### config.mk
export PLATFORM = sky130hd
export DESIGN_NAME = div_unit
export DESIGN_NICKNAME = d
export VERILOG_FILES = /design/src/rtl/div_unit.sv
export SDC_FILE = /design/constraint.sdc
export NUM_CORES = 1
export LEC_CHECK = 0
export CAP_MARGIN = 30
export CORE_MARGIN = 3
export CORE_UTILIZATION = 55
export CTS_CLUSTER_DIAMETER = 50
export CTS_CLUSTER_SIZE = 28
export DETAILED_ROUTE_END_ITERATION = 12
export GPL_TIMING_DRIVEN = 0
export PLACE_DENSITY = 0.78
export SLEW_MARGIN = 20
export SYNTH_ARGS = -nofsm -noshare
export SYNTH_HDL_FRONTEND = slang
export SYNTH_SLANG_ARGS = --single-unit
### constraint.sdc
create_clock -name clk -period 7.1 [get_ports clk]
set_input_delay 1.42 -clock clk [delete_from_list [all_inputs] [get_ports clk]]
set_output_delay 1.42 -clock clk [all_outputs]
set_load 0.02 [all_outputs]
### src/rtl/div_unit.sv
// Multi-cycle restoring divider: one quotient bit per clock, signed (DIV) or unsigned (DIVU).
// Quotient and remainder are registered and qualified by a one-cycle done pulse.
module div_unit #(
  parameter int unsigned WIDTH = 32
) (
  input  logic             clk,
  input  logic             rst,
  input  logic             start,
  input  logic             signed_op,
  input  logic [WIDTH-1:0] A,
  input  logic [WIDTH-1:0] B,
  output logic             busy,
  output logic             done,
  output logic [WIDTH-1:0] quotient,
  output logic [WIDTH-1:0] remainder,
  output logic             div_zero
);

  localparam int unsigned CntW = $clog2(WIDTH + 1);

  typedef enum logic [1:0] {StIdle, StBusy, StFinish, StDone} state_e;

  state_e            state_q, state_d;
  logic [CntW-1:0]   cnt_q, cnt_d;
  logic [WIDTH-1:0]  rem_q, rem_d;
  logic [WIDTH-1:0]  quo_q, quo_d;
  logic [WIDTH-1:0]  dvs_q, dvs_d;
  logic              q_neg_q, q_neg_d;
  logic              r_neg_q, r_neg_d;
  logic              busy_q, busy_d;
  logic              done_q, done_d;
  logic [WIDTH-1:0]  quotient_q, quotient_d;
  logic [WIDTH-1:0]  remainder_q, remainder_d;
  logic              div_zero_q, div_zero_d;

  logic [WIDTH-1:0]  a_mag, b_mag;
  logic [WIDTH:0]    shifted, diff;

  assign a_mag = (signed_op && A[WIDTH-1]) ? (~A + 1'b1) : A;
  assign b_mag = (signed_op && B[WIDTH-1]) ? (~B + 1'b1) : B;

  // One extra bit so a set top bit of diff means the trial subtraction borrowed.
  assign shifted = {rem_q, quo_q[WIDTH-1]};
  assign diff    = shifted - {1'b0, dvs_q};

  always_comb begin
    state_d     = state_q;
    cnt_d       = cnt_q;
    rem_d       = rem_q;
    quo_d       = quo_q;
    dvs_d       = dvs_q;
    q_neg_d     = q_neg_q;
    r_neg_d     = r_neg_q;
    quotient_d  = quotient_q;
    remainder_d = remainder_q;
    div_zero_d  = div_zero_q;

    unique case (state_q)
      StIdle, StDone: begin
        state_d = StIdle;
        if (start) begin
          if (B == '0) begin
            quotient_d  = '1;
            remainder_d = A;
            div_zero_d  = 1'b1;
            state_d     = StDone;
          end else begin
            quo_d   = a_mag;
            rem_d   = '0;
            dvs_d   = b_mag;
            q_neg_d = signed_op & (A[WIDTH-1] ^ B[WIDTH-1]);
            r_neg_d = signed_op & A[WIDTH-1];
            cnt_d   = CntW'(WIDTH);
            state_d = StBusy;
          end
        end
      end
      StBusy: begin
        if (!diff[WIDTH]) begin
          rem_d = diff[WIDTH-1:0];
          quo_d = {quo_q[WIDTH-2:0], 1'b1};
        end else begin
          rem_d = shifted[WIDTH-1:0];
          quo_d = {quo_q[WIDTH-2:0], 1'b0};
        end
        cnt_d = cnt_q - CntW'(1);
        if (cnt_q == CntW'(1)) begin
          state_d = StFinish;
        end
      end
      StFinish: begin
        // Most-negative / -1 falls out naturally: magnitude 2^(W-1) negates to itself.
        quotient_d  = q_neg_q ? (~quo_q + 1'b1) : quo_q;
        remainder_d = r_neg_q ? (~rem_q + 1'b1) : rem_q;
        div_zero_d  = 1'b0;
        state_d     = StDone;
      end
      default: state_d = StIdle;
    endcase

    busy_d = (state_d == StBusy) || (state_d == StFinish);
    done_d = (state_d == StDone);
  end

  always_ff @(posedge clk or posedge rst) begin
    if (rst) begin
      state_q     <= StIdle;
      cnt_q       <= '0;
      rem_q       <= '0;
      quo_q       <= '0;
      dvs_q       <= '0;
      q_neg_q     <= 1'b0;
      r_neg_q     <= 1'b0;
      busy_q      <= 1'b0;
      done_q      <= 1'b0;
      quotient_q  <= '0;
      remainder_q <= '0;
      div_zero_q  <= 1'b0;
    end else begin
      state_q     <= state_d;
      cnt_q       <= cnt_d;
      rem_q       <= rem_d;
      quo_q       <= quo_d;
      dvs_q       <= dvs_d;
      q_neg_q     <= q_neg_d;
      r_neg_q     <= r_neg_d;
      busy_q      <= busy_d;
      done_q      <= done_d;
      quotient_q  <= quotient_d;
      remainder_q <= remainder_d;
      div_zero_q  <= div_zero_d;
    end
  end

  assign busy      = busy_q;
  assign done      = done_q;
  assign quotient  = quotient_q;
  assign remainder = remainder_q;
  assign div_zero  = div_zero_q;

endmodule

### Word-level counts from Yosys, hierarchy flattened

Index checks and enable logic that the tools add are counted.

* add/sub/neg operators: 6
* equality and inequality tests: 10
* mux-type cells: 28
* bitwise logic cells: 8
* reductions and logical operators: 11

Operators with widths (count)
* $mux W32: 13
* $pmux W32 S2: 4
* $add A32 B1 Y32 const B: 4
* $not A32 Y32: 4
* $sub A33 B32 Y33: 1
* $logic_not A32 Y1: 1
* $mux W6: 2
* $pmux W6 S2: 1
* $reduce_and A3 Y1: 3
* $eq A2 B2 Y1 const B: 4
* $eq A6 B1 Y1 const B: 1
* $mux W2: 3
* $ne A2 B2 Y1 const B: 3
* $pmux W2 S3: 1
* $sub A6 B1 Y6 const B: 1
* $eq A2 B1 Y1 const B: 2
* $reduce_bool A2 Y1: 2
* $mux W1: 3
* $and A1 B1 Y1: 2
* $logic_and A1 B1 Y1: 2
* $logic_not A2 Y1: 1
* $pmux W1 S2: 1
* $reduce_or A2 Y1: 1
* $logic_or A1 B1 Y1: 1
* 2 further kinds: 2

* bits in registers: 173
* input port bits: 68
* output and inout bits: 67
* logic and storage cells: 75

### Longest topological paths before layout

Gate-level depths: netlist (run 1).

* depth after elaboration: 6
* depth in mapped cells: 14
* gate-level depth less buffers: 12

### Worst setup path after synthesis (run 1)

No wires, ideal clock.

* kind: input-to-reg
* start: in B[3]
* end: reg rem_q[10]
* arrival time: 3654 ps
* data required time: 6974 ps
* setup slack: 3320 ps
* cell stages on the path: 11
* path buffers: 4
* cells stage by stage: or4_1 -> nor3_2 -> and3_1 -> buf_2 -> a31o_1 -> buf_2 -> o21a_1 -> buf_2 -> buf_2 -> nor3_1 -> a221o_1

* word-level cells in the longest chain between the ends: 3

Ends and longest elaborated chain
* from (decl): RTL line 11 `input logic [WIDTH-1:0] B,`
* $logic_not A32 Y1: RTL line 62 `if (B == '0) begin`
* $ne A2 B2 Y1 (no source line)
* $reduce_and A3 Y1 (no source line)
* to (signal assigned): RTL line 122 `rem_q <= rem_d;`
* to (decl): RTL line 25 `logic [WIDTH-1:0] rem_q, rem_d;`

Every way passes these cells.
A chain may end at the register's enable or synchronous reset.

### Worst setup path in the final report (run 1)

* start: in B[2]
* end: reg remainder_q[18], in the netlist remainder[18]

* word-level cells in the longest chain between the ends: 3

Ends and longest elaborated chain
* $logic_not A32 Y1: RTL line 62
* $ne A2 B2 Y1 (no source line)
* $reduce_and A3 Y1 (no source line)
* to (signal assigned): RTL line 130 `remainder_q <= remainder_d;`
* to (decl): RTL line 33 `logic [WIDTH-1:0] remainder_q, remainder_d;`

Every way passes these cells.

==> results.md, run 1 <==
* Root buffer cell: clkbuf_16
* CTS Buf Count at 17
* Post-layout min period at a little under 5000 ps
* Hold path endpoint: dvs_q[29]
* Routed wire length at 35200 um
* Logic pwr share at 54.2%
* Core ar. at between 20000 and 25000 sq um
* Layout area overhead at 19.3%
* Register area share after synthesis at 36.7%
* Startpoint Class: input pin
* Max FO, Critical Path at 10
* Vias per inst at 6.02
* Crit. End Element: register
* Slew HR at 39.7%
* CTS sink cnt at approximately 170
* # DRC at 0
* Remaining global-route overflow at 0
* FFs w/ async S/R, synth at 100%
* Hold Buf Count CTS at 0
* Worst Path Required at 7480 ps
* Leakage power at around 5.8 nW
* Share of cells above drive strength 1 at 3.91%
* Net Switching at 2.63 mW
* CTS clk-pin slew, worst paths at roughly 70 ps
* Final #Nets at approximately 1700
* Sequential cell fraction of total power at 29.3%
* Post-DP HPWL at 27600 um
* Most frequent cells in the layout: 175 x a21oi_1, 173 x dfrtp_1, 161 x nand2_1
* First-pass GRT wire length at 56100 um
* Crit path arrival time at 5330 ps
* PD cells at 392 nW/um^2
* WL/cell at ~18 um
* Post-Syn Instances at approximately 1500
* Worst skew pair latency at 440 ps
* Final setup viols at 0
* Max Cap Viol at 0
* Starting Density at 57.2%
* # resized after CTS at 0
* Critical Setup Path Class: input pin to register
* Synthesis warning total at 0
* Syn Nets at 1580
* Most frequent CP cell: buf_2
* Final core utilization at between 60 and 70%
* H-tree depth at 4
* Most common cell after layout, fill and taps aside: a21oi_1
* Clock power frac at 16.4%
* Synth Register Bits at 173
* Routability Congestion at 0.950
* Reg2reg start: quo_q[31]
* Worst vdd ir at ~0.17 mV
* Post-synthesis instance area at 11800 sq um
* Syn_area_per_cell at 8.02 sq um
* Min-delay src: dvs_q[29]
* Internal at 2.89 mW
* IO Count at 135
* Hold path depth at 2
* Switching Share at 47.7%
* Synth cell types at 66
* Run status: completed
* RSZ-0062 raised after global routing: no
* Crit path largest cell delay at around 650 ps
* Fin crit share at 69.8%
* CP max stage cell: a21oi_1
* ANT nets after route at 0
* Clock Skew at 11.3 ps
* CP cell instances: clkdlybuf4s50_1, or4_1, nor3_2, and3_1, buf_2, nand4_1, a21oi_1, buf_2, buf_2, o211ai_1, nand2_1
* Fill count at 1777
* GRT Util Overall at 29.7%
* Ys flop type: dfrtp_1
* Reg2reg path depth at 14
* Worst min-delay path class: register to register
* Number of flops mapped to enable cells by yosys at 0
* Final Non-Filler Cells at 1906
* Vias in the first global route at 11100
* Max clock buf depth at 2
* Antenna violations before repair at 0
* Die Y at 152 um
* Post-CTS setup buffer count at 0
* TritonRoute pass-1 iters at 6
* Final Slew Violations at 0
* Routed vias at 11500
* Chip width at 152 um
* N_diodes at 0
* 1st-iter DRT viols at 990
* Pin count of the biggest net entering global routing at 108
* Die area at approximately 23000 sq um
* Hold Slack at 480 ps
* Port Buffers at 134
* R2r setup slk at 3000 ps
* Slew @ Worst Pin at 881 ps
* TritonCTS clock tree: done
* Fmax at 202 MHz
* Placed insts at 1875
* Hold Fails Final Rpt at 0
* RR Endpoint: rem_q[0]
* FP Rows at 52
## sequential cells by signal, summed over array words and instances (netlist names), 2 cells and up
register / cells
dvs_q: 32
remainder: 32
state_q: 2
rem_q: 32
quotient: 32
cnt_q: 6
quo_q: 32
## power groups by stage
stage	Combinational [mW]	Clock (mW)	Sequential, mW
2_1_floorplan	1.84	0	1.72
3_3_place_gp	2.89	0	1.62
3_5_place_dp	2.96	0	1.63
4_1_cts	2.98	0.910	1.61
5_1_grt	3.30	0.952	1.66
6_report	2.99	0.907	1.62
## cell families (layout without fill, tap and decap cells)
logic type / count (synthesis) / count (layout) / share of synthesized area (%)
AO/OA/AOI/OAI: 469 / 469 / 23.7
XOR/XNOR: 144 / 144 / 10.7
adder cells (fa/ha/maj): 42 / 42 / 4.52
buffers and inverters: 150 / 316 / 5.04
flip-flops: 173 / 173 / 36.7
multiplexers: 1 / 1 / 0.0849
AND/OR/NAND/NOR: 491 / 491 / 19.2
## cells in the mapped netlist, types with 3 or more instances
master,count,area [sq um]
clkbuf_1,72,270
or3_1,20,125
nor2_1,144,541
inv_1,57,214
a41oi_1,3,26.3
a21o_1,16,120
and3_1,8,50.1
a221o_1,21,210
a21oi_1,175,876
nor4_1,12,75.1
o21bai_1,4,30.0
nand3_1,38,190
nor2b_1,11,68.8
ha_1,41,513
buf_4,3,22.5
a31oi_1,8,50.1
or4_1,10,75.1
o31ai_1,21,158
o21ai_0,129,646
o21ai_1,20,100
nand2_1,161,604
a211oi_1,6,45.0
o21a_1,4,30.0
o22ai_1,13,81.3
xor2_1,97,850
nand2b_1,13,81.3
xnor2_1,47,412
o41ai_1,13,114
nand4_1,20,125
buf_2,16,80.1
o211ai_1,15,113
dfrtp_1,173,4330
and2_1,5,31.3
nor3_1,35,175
## metal layers
layer	wire length [um]	track usage, %
met1	14000	36.4
met2	17100	52.2
met3	2600	4.35
met4	1400	13.4
met5	0	0
## final cells by class
cell class / instances / area (sq um) / share of cell area [%]
Buffer: 92 / 377 / 2.68
Clock buffer: 17 / 425 / 3.02
Clock inverter: 14 / 135 / 0.961
Inverter: 58 / 225 / 1.60
Multi-Input combinational cell: 1147 / 6870 / 48.8
Sequential cell: 173 / 4330 / 30.8
Tap cell: 270 / 338 / 2.40
Timing Repair Buffer: 135 / 1370 / 9.73
## worst max path at each step
stage / end / startpoint / slack, ps / cells after the start
after floorplan: busy / rst / 990 / 1
after global placement: dvs_q[27] / rst / -1120 / 2
after detailed placement: remainder[18] / B[3] / 1810 / 11
after CTS: remainder[18] / B[3] / 2270 / 11
after global routing: quotient[2] / B[2] / 2050 / 9
final: remainder[18] / B[2] / 2140 / 11
## per-stage QoR
| step | TNS, ps | setup WS, ps | area (sq um) | total power, mW |
|---|---|---|---|---|
| 6_report | 0 | 2140 | 14100 | 5.52 |
| 3_3_place_gp | -190670 | -1120 | 13500 | 4.51 |
| 2_1_floorplan | 0 | 992 | 11800 | 3.56 |
| 5_1_grt | 0 | 2050 | 14100 | 5.92 |
| 4_1_cts | 0 | 2270 | 14100 | 5.50 |
| 3_5_place_dp | 0 | 1810 | 13500 | 4.59 |
## worst max-delay path, delay by kind of cell
family,cells,cell delay (ps)
compound gates,2,910
buf+inv,4,1350
simple gates,5,1640
No activity file was read; power rests on OpenSTA's default activity.
==> run 2, diff against run 1 <==
--- a/config.mk
+++ b/config.mk
@@ -7,7 +7,7 @@
 export LEC_CHECK = 0
 export CAP_MARGIN = 30
 export CORE_MARGIN = 3
-export CORE_UTILIZATION = 55
+export CORE_UTILIZATION = 52
 export CTS_CLUSTER_DIAMETER = 50
 export CTS_CLUSTER_SIZE = 28
 export DETAILED_ROUTE_END_ITERATION = 12
==> constraint.sdc (replaced) <==
create_clock -name clk -period 4.25 [get_ports clk]
set_input_delay 0.85 -clock clk [delete_from_list [all_inputs] [get_ports clk]]
set_output_delay 0.85 -clock clk [all_outputs]
set_load 0.02 [all_outputs]
==> run 2 against run 1 <==
Total power grew 73%. Flip-flop and latch count stayed put. Clock skew fell by 2.2 ps. First-iteration DRC count is 10% lower. Critical endpoint is now remainder[16]. Largest cell class unchanged. Highest routed layer unchanged.
==> results.md, run 2 (synthesis results as in run 1) <==
* Crit path arrival time at ~4500 ps
* Final Non-Filler Cells at a little under 2000
* Placed insts at 1890
* GRT Util Overall at between 20% and 30%
* Vias per inst at 5.96
* R2r setup slk at about 160 ps
* Worst vdd ir at 0.294 mV
* Post-DP HPWL at approximately 28000 um
* Fill count at 1906
* Crit. End Element: register
* Chip width at 157 um
* Die area at 24500 sq um
* TritonRoute pass-1 iters at 5
* Critical Setup Path Class: input pin to register
* Startpoint Class: input pin
* Slew HR at 32.8%
* Port Buffers at between 100 and 150
* CTS Buf Count at 17
* Clock Skew at 9.07 ps
* Slew @ Worst Pin at approximately 1000 ps
* Final Slew Violations at 0
* ANT nets after route at 0
* Share of cells above drive strength 1 at around 4.3%
* Vias in the first global route at approximately 11000
* Fmax at 242 MHz
* Reg2reg path depth at 14
* Root buffer cell: clkbuf_16
* Run status: completed
* H-tree depth at 4
* Core ar. at 22000 sq um
* RR Endpoint: rem_q[0]
* Final setup viols at 0
* Min-delay src: remainder[16]
* # DRC at 0
* Remaining global-route overflow at 0
* Pin count of the biggest net entering global routing at 35
* Reg2reg start: quo_q[31]
* Hold Buf Count CTS at 0
* Antenna violations before repair at 0
* Placement Setup Slack at -378 ps
* Worst skew pair latency at 440 ps
* Multi-input gate area at 6880 sq um
* FF+latch area at 4330 sq um
* RSZ-0062 raised after global routing: no
* Setup ws final at 117 ps
* Starting Density at 53.5%
* FP Rows at between 50 and 60
* Layout area overhead at 21.1%
* N_diodes at 0
* Worst min-delay path class: register to register
* Setup_tns at 0 ps
* CTS sink cnt at 173
* WL/cell at 18.6 um
* Die Y at 157 um
* Tot Pwr at 9.58 mW
* IO Count at between 100 and 150
* Post-layout min period at 4130 ps
* Hold Fails Final Rpt at 0
* TritonCTS clock tree: done
* Final #Nets at 1738
* CTS clk-pin slew, worst paths at about 70 ps
* Max clock buf depth at 2
* 1st-iter DRT viols at approximately 890
* Most frequent cells in the layout: 173 x a21oi_1, 173 x dfrtp_1, 161 x nand2_1
* Hold path depth at 2
* Final core utilization at between 60% and 70%
* Leakage power at 5.95 nW
* Hold path endpoint: remainder[16]
* Max Cap Viol at 0
* Routed vias at 11400
* PD cells at 670 nW/um^2
* Fin crit share at 97.3%
* Routed wire length at 35700 um
* First-pass GRT wire length at 56000 um
* Max FO, Critical Path at 10
* Worst Path Required at about 4600 ps
* Routability Congestion at 0.913
## run 2: cell types whose count changed in the layout (fill, tap and decap cells not counted), moves of 2 or more
cell,before,now
bufinv_16,1,6
buf_12,0,4
a21oi_2,1,3
clkinvlp_4,4,2
a21oi_1,175,173
clkinv_4,3,1
## run 2: per-layer routing
metal	vias to the layer above	GRT usage (%)	routed length [um]
met3	114	4.20	2560
met2	517	50.5	17200
met5	-	0	0
met1	5266	34.5	14400
met4	0	13.6	1560
li1	5550	-	-
## run 2: layout make-up
class                   instances  area share, %
plain buffers                  91           2.62
clock buffers                  18           3.00
clock inverters                14           1.76
inverters                      58           1.55
multi-input cells            1147           48.1
flip-flops and latches        173           30.3
well taps                     280           2.45
repair buffers                140           10.2
## run 2: metrics by stage
stage / hold WS (ps) / cell area [sq um]
floorplan: 439 / 11800
global placement: 455 / 13500
detailed placement: 457 / 13600
CTS: 473 / 14300
global route: 509 / 14300
finish: 471 / 14300
## run 2: what timing repair did
action	CTS	global route
resized for setup	0	4
endpoints found under the setup margin	0	28
endpoints found under the hold margin	0	0
setup buffers	0	0
## run 2: worst max path at each step
stage / from / to / depth (start not counted)
after floorplan: quo_q[31] / rem_q[15] / 14
after global placement: B[3] / remainder[16] / 11
after detailed placement: B[3] / remainder[16] / 11
after CTS: B[3] / remainder[16] / 11
after global routing: quo_q[31] / rem_q[0] / 14
final: B[3] / remainder[16] / 11
## run 2: power by group
| part | internal, mW | switching [mW] |
|---|---|---|
| Sequential | 2.24 | 0.469 |
| Combinational | 1.78 | 3.26 |
| Clock | 1.12 | 0.711 |
| Total | 5.14 | 4.44 |
## run 2: worst max-delay path, stage by stage
cell             delay [ps]
clkdlybuf4s50_1         470
or4_1                   590
nor3_2                  390
and3_1                  220
buf_2                   200
nand4_1                 300
a21oi_2                 470
buf_2                   320
buf_2                   330
o211ai_1                240
nand2_1                 110
